File: src/rtl/qoi_pkg.sv
// qoi_pkg: shared types and constants for the QOI pixel framer.
//   state_t      - framer FSM states
//   CH_*         - channel byte positions within a pixel (R at the LSB)
//   ALPHA_OPAQUE - alpha reported for RGB-only streams
//   rgba_t       - one output pixel
//   idx_w()      - width of a pixel index into a beat (at least 1 bit)
package qoi_pkg;

  typedef enum logic [2:0] {
    S_IDLE, S_START, S_STREAM, S_PAD, S_DRAIN, S_DONE
  } state_t;

  localparam int CH_R = 0;
  localparam int CH_G = 1;
  localparam int CH_B = 2;
  localparam int CH_A = 3;

  localparam logic [7:0] ALPHA_OPAQUE = 8'hFF;

  typedef struct packed {
    logic [7:0] a;
    logic [7:0] b;
    logic [7:0] g;
    logic [7:0] r;
  } rgba_t;

  function automatic int idx_w(input int ppb);
    return (ppb > 1) ? $clog2(ppb) : 1;
  endfunction

endpackage

File: src/rtl/qoi_beat_serializer.sv
// qoi_beat_serializer: holds one input beat of PPB pixels and hands them out
// one per output handshake, pixel 0 first.
//   clk, rstn    - clock, synchronous active-low reset
//   i_load       - capture i_beat (only raised while o_ready=1)
//   i_beat       - PPB packed pixels, pixel k at [k*CH*8 +: CH*8]
//   i_last_idx   - index of the last pixel of i_beat worth emitting
//   o_ready      - register empty, or its last pixel leaves this cycle
//   i_out_ready  - downstream ready
//   o_valid      - a pixel is being offered
//   o_pix        - offered pixel (stable until it is taken)
module qoi_beat_serializer
  import qoi_pkg::*;
#(
  parameter int PPB = 2,
  parameter int CH  = 3,
  localparam int PIX_W = CH * 8,
  localparam int IDX_W = idx_w(PPB)
) (
  input  logic                   clk,
  input  logic                   rstn,
  input  logic                   i_load,
  input  logic [PPB*PIX_W-1:0]   i_beat,
  input  logic [IDX_W-1:0]       i_last_idx,
  output logic                   o_ready,
  input  logic                   i_out_ready,
  output logic                   o_valid,
  output logic [PIX_W-1:0]       o_pix
);

  logic [PPB-1:0][PIX_W-1:0] r_beat;
  logic [IDX_W-1:0]          r_idx;
  logic [IDX_W-1:0]          r_last_idx;
  logic                      r_full;
  logic                      w_hs;
  logic                      w_last;

  assign w_hs    = r_full & i_out_ready;
  assign w_last  = (r_idx == r_last_idx);
  // Refill in the same cycle the final pixel leaves: no bubble between beats.
  assign o_ready = ~r_full | (w_hs & w_last);
  assign o_valid = r_full;
  assign o_pix   = r_beat[r_idx];

  always_ff @(posedge clk) begin
    if (!rstn) begin
      r_beat     <= '0;
      r_idx      <= '0;
      r_last_idx <= '0;
      r_full     <= 1'b0;
    end else if (i_load) begin
      r_beat     <= i_beat;
      r_idx      <= '0;
      r_last_idx <= i_last_idx;
      r_full     <= 1'b1;
    end else if (w_hs) begin
      if (w_last) r_full <= 1'b0;
      else        r_idx  <= r_idx + 1'b1;
    end
  end

endmodule

File: src/rtl/qoi_pixel_framer.sv
// qoi_pixel_framer: frames a beat stream of PPB pixels into exactly
// width*height single pixels for a QOI compressor, padding short frames,
// draining long ones, and reporting cycle count and error flags.
//   clk, rstn                    - clock, synchronous active-low reset
//   cfg_*                        - frame request (width/height, start)
//   s_*                          - input beat stream
//   c_ctrl_*                     - compressor control (one start pulse/frame)
//   m_*                          - output pixel stream (A=FF when CH=3)
//   stat_*                       - per-frame status, valid with stat_valid
module qoi_pixel_framer
  import qoi_pkg::*;
#(
  parameter int PPB   = 2,
  parameter int CH    = 3,
  parameter int CNT_W = 32
) (
  input  logic                  clk,
  input  logic                  rstn,
  output logic                  cfg_ready,
  input  logic                  cfg_start,
  input  logic [15:0]           cfg_width,
  input  logic [15:0]           cfg_height,
  output logic                  s_tready,
  input  logic                  s_tvalid,
  input  logic                  s_tlast,
  input  logic [PPB*CH*8-1:0]   s_tdata,
  input  logic                  c_ctrl_ready,
  output logic                  c_ctrl_start,
  output logic [15:0]           c_ctrl_width,
  output logic [15:0]           c_ctrl_height,
  input  logic                  m_tready,
  output logic                  m_tvalid,
  output logic                  m_tlast,
  output logic [7:0]            m_R,
  output logic [7:0]            m_G,
  output logic [7:0]            m_B,
  output logic [7:0]            m_A,
  output logic                  stat_valid,
  output logic [CNT_W-1:0]      stat_cycles,
  output logic                  stat_err_early,
  output logic                  stat_err_late,
  output logic                  stat_err_zero
);

  localparam int PIX_W = CH * 8;
  localparam int IDX_W = idx_w(PPB);

  state_t           r_state;
  logic [15:0]      r_width, r_height;
  logic [31:0]      r_total;   // pixels in the frame
  logic [31:0]      r_rcv;     // pixels received so far (whole beats)
  logic [31:0]      r_ocnt;    // pixels emitted so far
  logic             r_in_done, r_out_done;
  logic             r_err_early, r_err_late, r_err_zero;
  logic             r_ctrl_start, r_cnt_run;
  logic [CNT_W-1:0] r_cnt;
  rgba_t            r_last_pix;  // last emitted pixel, replayed while padding

  logic [31:0]      w_total, w_rem;
  logic             w_reached, w_s_hs, w_m_hs;
  logic [IDX_W-1:0] w_last_idx;
  logic             w_ser_ready, w_ser_valid;
  logic [PIX_W-1:0] w_ser_pix;
  logic [7:0]       w_alpha;
  rgba_t            w_ser_rgba, w_pix;

  assign w_total   = {16'd0, cfg_width} * {16'd0, cfg_height};
  assign w_rem     = r_total - r_rcv;
  // This beat carries the final frame pixel; later pixels in it are dropped.
  assign w_reached = (w_rem <= 32'(PPB));
  assign w_last_idx = w_reached ? IDX_W'(w_rem - 32'd1) : IDX_W'(PPB - 1);

  assign s_tready = ((r_state == S_STREAM && w_ser_ready) || r_state == S_DRAIN)
                    && !r_in_done;
  assign w_s_hs   = s_tvalid & s_tready;

  qoi_beat_serializer #(.PPB(PPB), .CH(CH)) u_ser (
    .clk        (clk),
    .rstn       (rstn),
    .i_load     (w_s_hs && r_state == S_STREAM),
    .i_beat     (s_tdata),
    .i_last_idx (w_last_idx),
    .o_ready    (w_ser_ready),
    .i_out_ready(m_tready),
    .o_valid    (w_ser_valid),
    .o_pix      (w_ser_pix)
  );

  generate
    if (CH == 4) begin : g_alpha
      assign w_alpha = w_ser_pix[CH_A*8 +: 8];
    end else begin : g_opaque
      assign w_alpha = ALPHA_OPAQUE;
    end
  endgenerate

  assign w_ser_rgba = '{a: w_alpha,
                        b: w_ser_pix[CH_B*8 +: 8],
                        g: w_ser_pix[CH_G*8 +: 8],
                        r: w_ser_pix[CH_R*8 +: 8]};

  // Buffered beat pixels go first; padding only once the register is empty.
  assign w_pix    = w_ser_valid ? w_ser_rgba : r_last_pix;
  assign m_tvalid = w_ser_valid | (r_state == S_PAD && !r_out_done);
  assign m_tlast  = m_tvalid && (r_ocnt == r_total - 32'd1);
  assign w_m_hs   = m_tvalid & m_tready;
  assign m_R      = w_pix.r;
  assign m_G      = w_pix.g;
  assign m_B      = w_pix.b;
  assign m_A      = w_pix.a;

  assign cfg_ready      = (r_state == S_IDLE);
  assign stat_valid     = (r_state == S_DONE);
  assign stat_cycles    = r_cnt;
  assign stat_err_early = r_err_early;
  assign stat_err_late  = r_err_late;
  assign stat_err_zero  = r_err_zero;
  assign c_ctrl_start   = r_ctrl_start;
  assign c_ctrl_width   = r_width;
  assign c_ctrl_height  = r_height;

  always_ff @(posedge clk) begin
    if (!rstn) begin
      r_state      <= S_IDLE;
      r_width      <= '0;
      r_height     <= '0;
      r_total      <= '0;
      r_rcv        <= '0;
      r_ocnt       <= '0;
      r_in_done    <= 1'b0;
      r_out_done   <= 1'b0;
      r_err_early  <= 1'b0;
      r_err_late   <= 1'b0;
      r_err_zero   <= 1'b0;
      r_ctrl_start <= 1'b0;
      r_cnt_run    <= 1'b0;
      r_cnt        <= '0;
      r_last_pix   <= {ALPHA_OPAQUE, 24'd0};
    end else begin
      r_ctrl_start <= 1'b0;

      if (w_m_hs) begin
        r_last_pix <= w_pix;
        r_ocnt     <= r_ocnt + 32'd1;
        if (m_tlast) r_out_done <= 1'b1;
      end

      // Counts the cycles after the start pulse up to and including the
      // final output handshake; sticks at all-ones.
      if (r_ctrl_start) begin
        r_cnt     <= '0;
        r_cnt_run <= 1'b1;
      end else if (r_cnt_run) begin
        if (~&r_cnt) r_cnt <= r_cnt + 1'b1;
        if (w_m_hs && m_tlast) r_cnt_run <= 1'b0;
      end

      case (r_state)
        S_IDLE: if (cfg_start) begin
          r_width     <= cfg_width;
          r_height    <= cfg_height;
          r_total     <= w_total;
          r_rcv       <= '0;
          r_ocnt      <= '0;
          r_in_done   <= 1'b0;
          r_out_done  <= 1'b0;
          r_err_early <= 1'b0;
          r_err_late  <= 1'b0;
          r_err_zero  <= (w_total == 32'd0);
          r_cnt       <= '0;
          r_last_pix  <= {ALPHA_OPAQUE, 24'd0};
          r_state     <= (w_total == 32'd0) ? S_DONE : S_START;
        end
        S_START: if (c_ctrl_ready) begin
          r_ctrl_start <= 1'b1;
          r_state      <= S_STREAM;
        end
        S_STREAM, S_PAD, S_DRAIN: begin
          if (w_s_hs) begin
            if (r_state == S_DRAIN) begin
              if (s_tlast) r_in_done <= 1'b1;
            end else if (w_reached) begin
              if (s_tlast) r_in_done <= 1'b1;
              else begin
                r_err_late <= 1'b1;
                r_state    <= S_DRAIN;
              end
            end else begin
              r_rcv <= r_rcv + 32'(PPB);
              if (s_tlast) begin
                r_err_early <= 1'b1;
                r_in_done   <= 1'b1;
                r_state     <= S_PAD;
              end
            end
          end
          // Both sides finished: the frame is complete.
          if (r_in_done && r_out_done) r_state <= S_DONE;
        end
        S_DONE:  r_state <= S_IDLE;
        default: r_state <= S_IDLE;
      endcase
    end
  end

endmodule
File: config.mk
export PLATFORM = sky130hd
export DESIGN_NAME = qoi_pixel_framer
export DESIGN_NICKNAME = d
export VERILOG_FILES = /design/src/rtl/qoi_pkg.sv /design/src/rtl/qoi_beat_serializer.sv /design/src/rtl/qoi_pixel_framer.sv
export SDC_FILE = /design/constraint.sdc
export NUM_CORES = 1
export LEC_CHECK = 0
export BUFFER_PORTS_ARGS = -buffer_cell sky130_fd_sc_hd__buf_4
export CAP_MARGIN = 10
export CORE_ASPECT_RATIO = 1.4
export CORE_UTILIZATION = 61
export DETAILED_ROUTE_END_ITERATION = 10
export PLACE_DENSITY = 0.91
export SLEW_MARGIN = 0
export SYNTH_ARGS = -nofsm -noshare
export SYNTH_HDL_FRONTEND = slang
export SYNTH_SLANG_ARGS = --single-unit
export TNS_END_PERCENT = 50
File: constraint.sdc
create_clock -name clk -period 11.4 [get_ports clk]
set_input_delay 2.28 -clock clk [delete_from_list [all_inputs] [get_ports clk]]
set_output_delay 2.28 -clock clk [all_outputs]
set_load 0.1 [all_outputs]
After elaboration in Yosys (flattened, before gate mapping)
Cells that the tools add are included.

word-level totals
  flip-flop bits (word level) = 253
  output and inout port bits = 105

cells by class
  order comparisons = 2
  muxes and demuxes = 54
  reduce and logical (&&, ||, !) cells = 27
  bitwise gates (word level) = 9
  equality and inequality tests = 19
  multiply operators = 1
  $add $sub $neg = 7

operators with widths
  kind                                                  number
  two-way mux 32 bit                                    16
  adder 32 x 1 -> 32 bit, second input constant         2
  one-hot mux 32 bit (2 select lines)                   1
  two-way mux 24 bit                                    2
  adder 32 x 2 -> 32 bit, second input constant         1
  equality test 32 bit                                  1
  <= comparator 32 x 2 -> 1 bit, second input constant  1
  zero test 32 bit                                      1
  multiplier 16 x 16 -> 32 bit                          1
  AND reduction 32 bit                                  1
  subtractor 32 x 1 -> 32 bit, second input constant    1
  subtractor 32 bit                                     1
  two-way mux 3 bit                                     9
  two-way mux 1 bit                                     22
  AND reduction 6 bit                                   3
  != test 2 bit, second input constant                  7
  one-hot mux 3 bit (3 select lines)                    1
  != test 4 bit, second input constant                  2
  AND reduction 2 bit                                   4
  logical AND 1 bit                                     7
  equality test 3 x 2 -> 1 bit, second input constant   2
  equality test 3 bit, second input constant            2
  != test 3 bit, second input constant                  2
  one-hot mux 1 bit (2 select lines)                    3
  17 further kinds                                      26

Depth between registers and ports, before layout
  depth in word-level cells = 10
  gate-level depth with buffers = 28
  gate-level depth less buffers = 26

By module
From an unflattened synthesis, not the netlist that was laid out.

second synthesis, totals
  cell total of the unflattened synthesis = 2,679
  area, all modules = 23,065.9 µm²

modules (own cells, without submodules)
  module               area each (µm²)  times used  cells each  sequential area each (µm²)
  qoi_pixel_framer     20,677.3         1           2,483       4,023.9
  qoi_beat_serializer  2,388.5          1           196         1,021.0

Worst setup path after synthesis
No wires, ideal clock.

  kind = input-to-reg
  start = input port cfg_height[1]
  end = register r_state[2]
  arrival = 8,585 ps
  stages on the path = 26
  data required time = 11,340 ps
  setup time = 60 ps
  setup slack = 2,754 ps
  path through = clkbuf_1 -> nand2_1 -> fa_1 -> fa_1 -> inv_1 -> fa_1 -> inv_1 -> fa_1 -> inv_1 -> fa_1 -> inv_1 -> fa_1 -> inv_1 -> ha_1 -> and4_1 -> a221o_1 -> a21oi_1 -> o21ai_0 -> a211o_1 -> xor2_1 -> nor4b_1 -> nand4b_1 -> nor4_1 -> nand3b_1 -> nand2_1 -> o311a_1

between the ends
  cells in the longest elaborated chain, start to end = 5

ends and longest elaborated chain
  what                                RTL line                 source
  from (decl)                         qoi_pixel_framer.sv:22   input logic [15:0] cfg_height,
  multiplier 16 x 16 -> 32 bit        qoi_pixel_framer.sv:67   assign w_total = {16'd0, cfg_width} * {16'd0, cfg_height};
  zero test 32 bit                    qoi_pixel_framer.sv:172  r_state <= (w_total == 32'd0) ? S_DONE : S_START;
  two-way mux 3 bit                   qoi_pixel_framer.sv:172
  two-way mux 3 bit                   qoi_pixel_framer.sv:159  S_IDLE: if (cfg_start) begin
  one-hot mux 3 bit (3 select lines)  qoi_pixel_framer.sv:158  case (r_state)
  to (signal assigned)                qoi_pixel_framer.sv:172
  to (decl)                           qoi_pixel_framer.sv:48   state_t r_state;

No other way between the ends. The select of a mux whose other input is x is not followed.
A chain may end at the register's enable or synchronous reset.

Final worst setup path
  start = input port cfg_width[7]
  end = register r_state[2]

between the ends
  cells in the longest elaborated chain, start to end = 5

ends and longest elaborated chain
  what                                RTL line                 source
  from (decl)                         qoi_pixel_framer.sv:21   input logic [15:0] cfg_width,
  multiplier 16 x 16 -> 32 bit        qoi_pixel_framer.sv:67
  zero test 32 bit                    qoi_pixel_framer.sv:172
  two-way mux 3 bit                   qoi_pixel_framer.sv:172
  two-way mux 3 bit                   qoi_pixel_framer.sv:159
  one-hot mux 3 bit (3 select lines)  qoi_pixel_framer.sv:158

No other way between the ends. The select of a mux whose other input is x is not followed.

==> summary.txt <==
Routing
  • First drt pass iteration count: 6
  • Routed Antenna Nets: 0
  • Post-Route WL: about 67 mm
  • Routed vias: 20200
  • DRT iter0 DRCs: 1491
  • WL/cell: 20.0 microns
  • DRC viols: 0
  • DR vias/cell: 6.00

Die
  • I/O Pins: 192
  • Core Area: 36100 sq um
  • DIE HEIGHT: 229 microns
  • Die Wd: roughly 160 microns
  • Core Rows: 82
  • Die area: 37700 sq um
  • Initial Utilization: about 62%

Critical path
  • CP max-delay cell: o311ai_0
  • Critical path endpoint category: flop
  • CP startpoint kind: input pin
  • Max stage delay on crit path: 570 ps
  • Crit path DAT: approximately 9300 ps
  • CP required: 11900 ps
  • Max FO, Critical Path: 17
  • WS Path Type: in -> reg

Synthesis
  • Seq/Total Area, Yosys: ~22%
  • YS warnings: 0
  • Post-synthesis mux area share: 1.39%
  • Main combinational cell family by area after synthesis: adder cells
  • Ys flop type: dfxtp_1
  • Synth Area in Adders: 25.0%
  • Post-synth EDFFs: 0
  • Syn_nets: 3223
  • Post-synthesis async set-or-reset flop share: 0%
  • Post-Syn Area: 22500 sq um
  • XOR/XNOR share of the synthesized area: 6.69%
  • Synth cell types: 88
  • Cells after Synth: 2803
  • Mapped Avg Cell Area: between 8 and 9 sq um
  • Synth Area in Simple Gates: 23.4%
  • #FFs+latches synth: 252
  • Post-synthesis compound-gate area fraction: 13.8%

Timing
  • FMAX: 0.114 GHz
  • Max-slew headroom: 16.8%
  • Post-route setup slack: 2640 ps
  • Setup_tns: 0 ps
  • Final worst-path cycle share: 76.8%
  • Fin crit period: 8760 ps
  • Unrepaired setup endpoints after global routing: no
  • Worst Tran Pin Value: 1250 ps
  • Worst Skew: around 20 ps
  • Hold violation count in the final report: 0
  • Max Slew Vio Count: 0
  • Final setup violation count: 0

Clock network
  • Setup bufs post-CTS: 0
  • TritonCTS clock tree: yes
  • Clock latency on the worst-skew pair: 560 ps
  • Root buf cell: clkbuf_16
  • CTS Hold Bufs: 0
  • CTS Buf Count: 26
  • CTS max path bufs: 3
  • CTS-repair resized insts: 0
  • Clock Sink Count: 252
  • CTS HTree Levels: 1
  • Worst-path clk slew: 60 ps

Place
  • Post-DP HPWL: 52.0 mm
  • Dpl cells: 3322
  • Setup Slack @ Placement: 2140 ps
  • GP Congestion: 0.989
  • Port-buffer cells: 191

Cells and area
  • Reg area: 5050 sq um
  • Non-filler instance count after layout: around 3400
  • Layout overhead on the synthesized area: 10.4%
  • Footprint of the multi-input gates: 15800 sq um
  • Number of nets in the layout: between 3000 and 4000
  • Share of cells above drive strength 1: 10.1%
  • Utilization after layout: 68.9%
  • Fillers: 2753

Global routing
  • Total GRT Usage: 35.4%
  • Largest net degree at the start of global routing: 111
  • Global-route wire length before repair: 105 mm
  • Total grt overflow: 0
  • Number of global-route vias before repair: 20700
  • Initial antenna violation count: 1

Power
  • Power Density: 313 nW/um^2
  • Final Power: between 0.007 and 0.008 W
  • Peak VDD IR: between 0.3 and 0.4 mV
  • Pleak: 10.7 nW

Min path
  • Worst Hold Class: reg -> reg

Outcome
  • Status: complete, no violations

Job
  • Max cap viols: 0
-- worst max-delay path, delay by kind of cell --
kind                     cells  cell delay (ps)
AO/OA/AOI/OAI                6             1470
buffers and inverters        7              500
AND/OR/NAND/NOR              6             1460
XOR/XNOR                     1              210
adder cells (fa/ha/maj)      7             3340
-- layer usage --
metal  wire length [microns]  global-route usage [%]
met1                   22900                    36.2
met2                   34500                    64.0
met3                    3880                    4.33
met4                    5970                    28.0
met5                       0                       0
-- Yosys cell counts (4+ instances only) --
master | n | area share [%]
buf_1 | 8 | 0.13
o211a_1 | 5 | 0.22
o22ai_1 | 4 | 0.11
a211oi_1 | 9 | 0.30
mux2i_1 | 28 | 1.2
nor3_1 | 44 | 0.98
o21a_1 | 17 | 0.57
xor2_1 | 78 | 3.0
or3_1 | 17 | 0.47
xnor2_1 | 94 | 3.7
buf_2 | 12 | 0.27
a21oi_2 | 4 | 0.16
nand3_1 | 50 | 1.1
a2111oi_0 | 4 | 0.16
o21bai_1 | 9 | 0.30
dfxtp_1 | 252 | 22
nor4_1 | 32 | 0.89
and2_1 | 145 | 4.0
nand2b_1 | 8 | 0.22
or2_2 | 22 | 0.61
a21boi_0 | 100 | 3.3
inv_1 | 292 | 4.9
and3_1 | 21 | 0.58
ha_1 | 138 | 7.7
o21ai_1 | 7 | 0.16
a31oi_1 | 15 | 0.42
a211oi_2 | 4 | 0.22
nor4b_1 | 4 | 0.16
o21ai_0 | 71 | 1.6
nand3b_1 | 5 | 0.17
o211ai_1 | 6 | 0.20
nand4_1 | 31 | 0.86
nor2_1 | 184 | 3.1
clkbuf_1 | 118 | 2.0
nand4b_1 | 4 | 0.16
o31ai_1 | 7 | 0.23
nor3b_1 | 6 | 0.20
fa_1 | 195 | 17
a221oi_1 | 4 | 0.16
a211o_1 | 6 | 0.23
and4_1 | 8 | 0.31
nand2_1 | 509 | 8.5
a21oi_1 | 130 | 2.9
a21o_1 | 22 | 0.73
nor2b_1 | 11 | 0.31
-- path summary, 6_finish.rpt --
path	from	endpoint	slack (ps)	depth (start not counted)
max	cfg_width[7]	r_state[2]	2640	27
min	r_last_pix[25]	r_last_pix[25]	440	1
max reg2reg	r_total[1]	r_state[0]	6480	14
min reg2reg	r_last_pix[25]	r_last_pix[25]	440	1
-- report_power, final --
| part | switching [W] | total [W] | internal, W |
|---|---|---|---|
| logic | 0.00374 | 0.00587 | 0.00214 |
| registers | 0.000114 | 0.00108 | 0.000969 |
| clock network | 0.000364 | 0.000832 | 0.000467 |
-- cell usage in the layout (no fill, tap or decap), types with 44 or more instances in the layout --
cell / instances
inv_1: 292
nor3_1: 44
dfxtp_1: 251
xor2_1: 78
xnor2_1: 94
and2_1: 144
nor2_1: 184
buf_4: 199
a21boi_0: 100
ha_1: 138
nand2_1: 507
o21ai_0: 71
nand3_1: 50
fa_1: 195
a21oi_1: 129
-- sequential cells by signal, summed over array words and instances (netlist names), 16 cells and up --
signal,count
c_ctrl_width,16
c_ctrl_height,16
stat_cycles,32
r_total,32
r_last_pix,32
r_ocnt,32
r_rcv,31
u_ser.r_beat,48
-- area by class of cell --
| cell class | instances | share of cell area [%] |
|---|---|---|
| Multi-Input combinational cell | 2117 | 63.6 |
| Sequential cell | 252 | 20.3 |
| Timing Repair Buffer | 199 | 6.01 |
| Inverter | 292 | 4.41 |
| Clock buffer | 39 | 3.09 |
| Tap cell | 462 | 2.32 |
| Clock inverter | 8 | 0.236 |
| Antenna cell | 1 | 0.0101 |
-- logic make-up after synthesis --
group / Yosys count
muxes: 31
buffers and inverters: 434
DFF: 252
other: 1
AOI/OAI and AO/OA: 463
adders and majority gates: 333
xor gates and xnor gates: 172
and+or+nand+nor: 1117
-- per-stage QoR --
stage	area (sq um)	hold WS, ps
2_1_floorplan	22500	408
3_3_place_gp	24000	420
3_5_place_dp	24000	421
4_1_cts	24900	438
5_1_grt	24900	456
6_report	24900	436
Note: power is estimated with default switching activity, not from simulation.
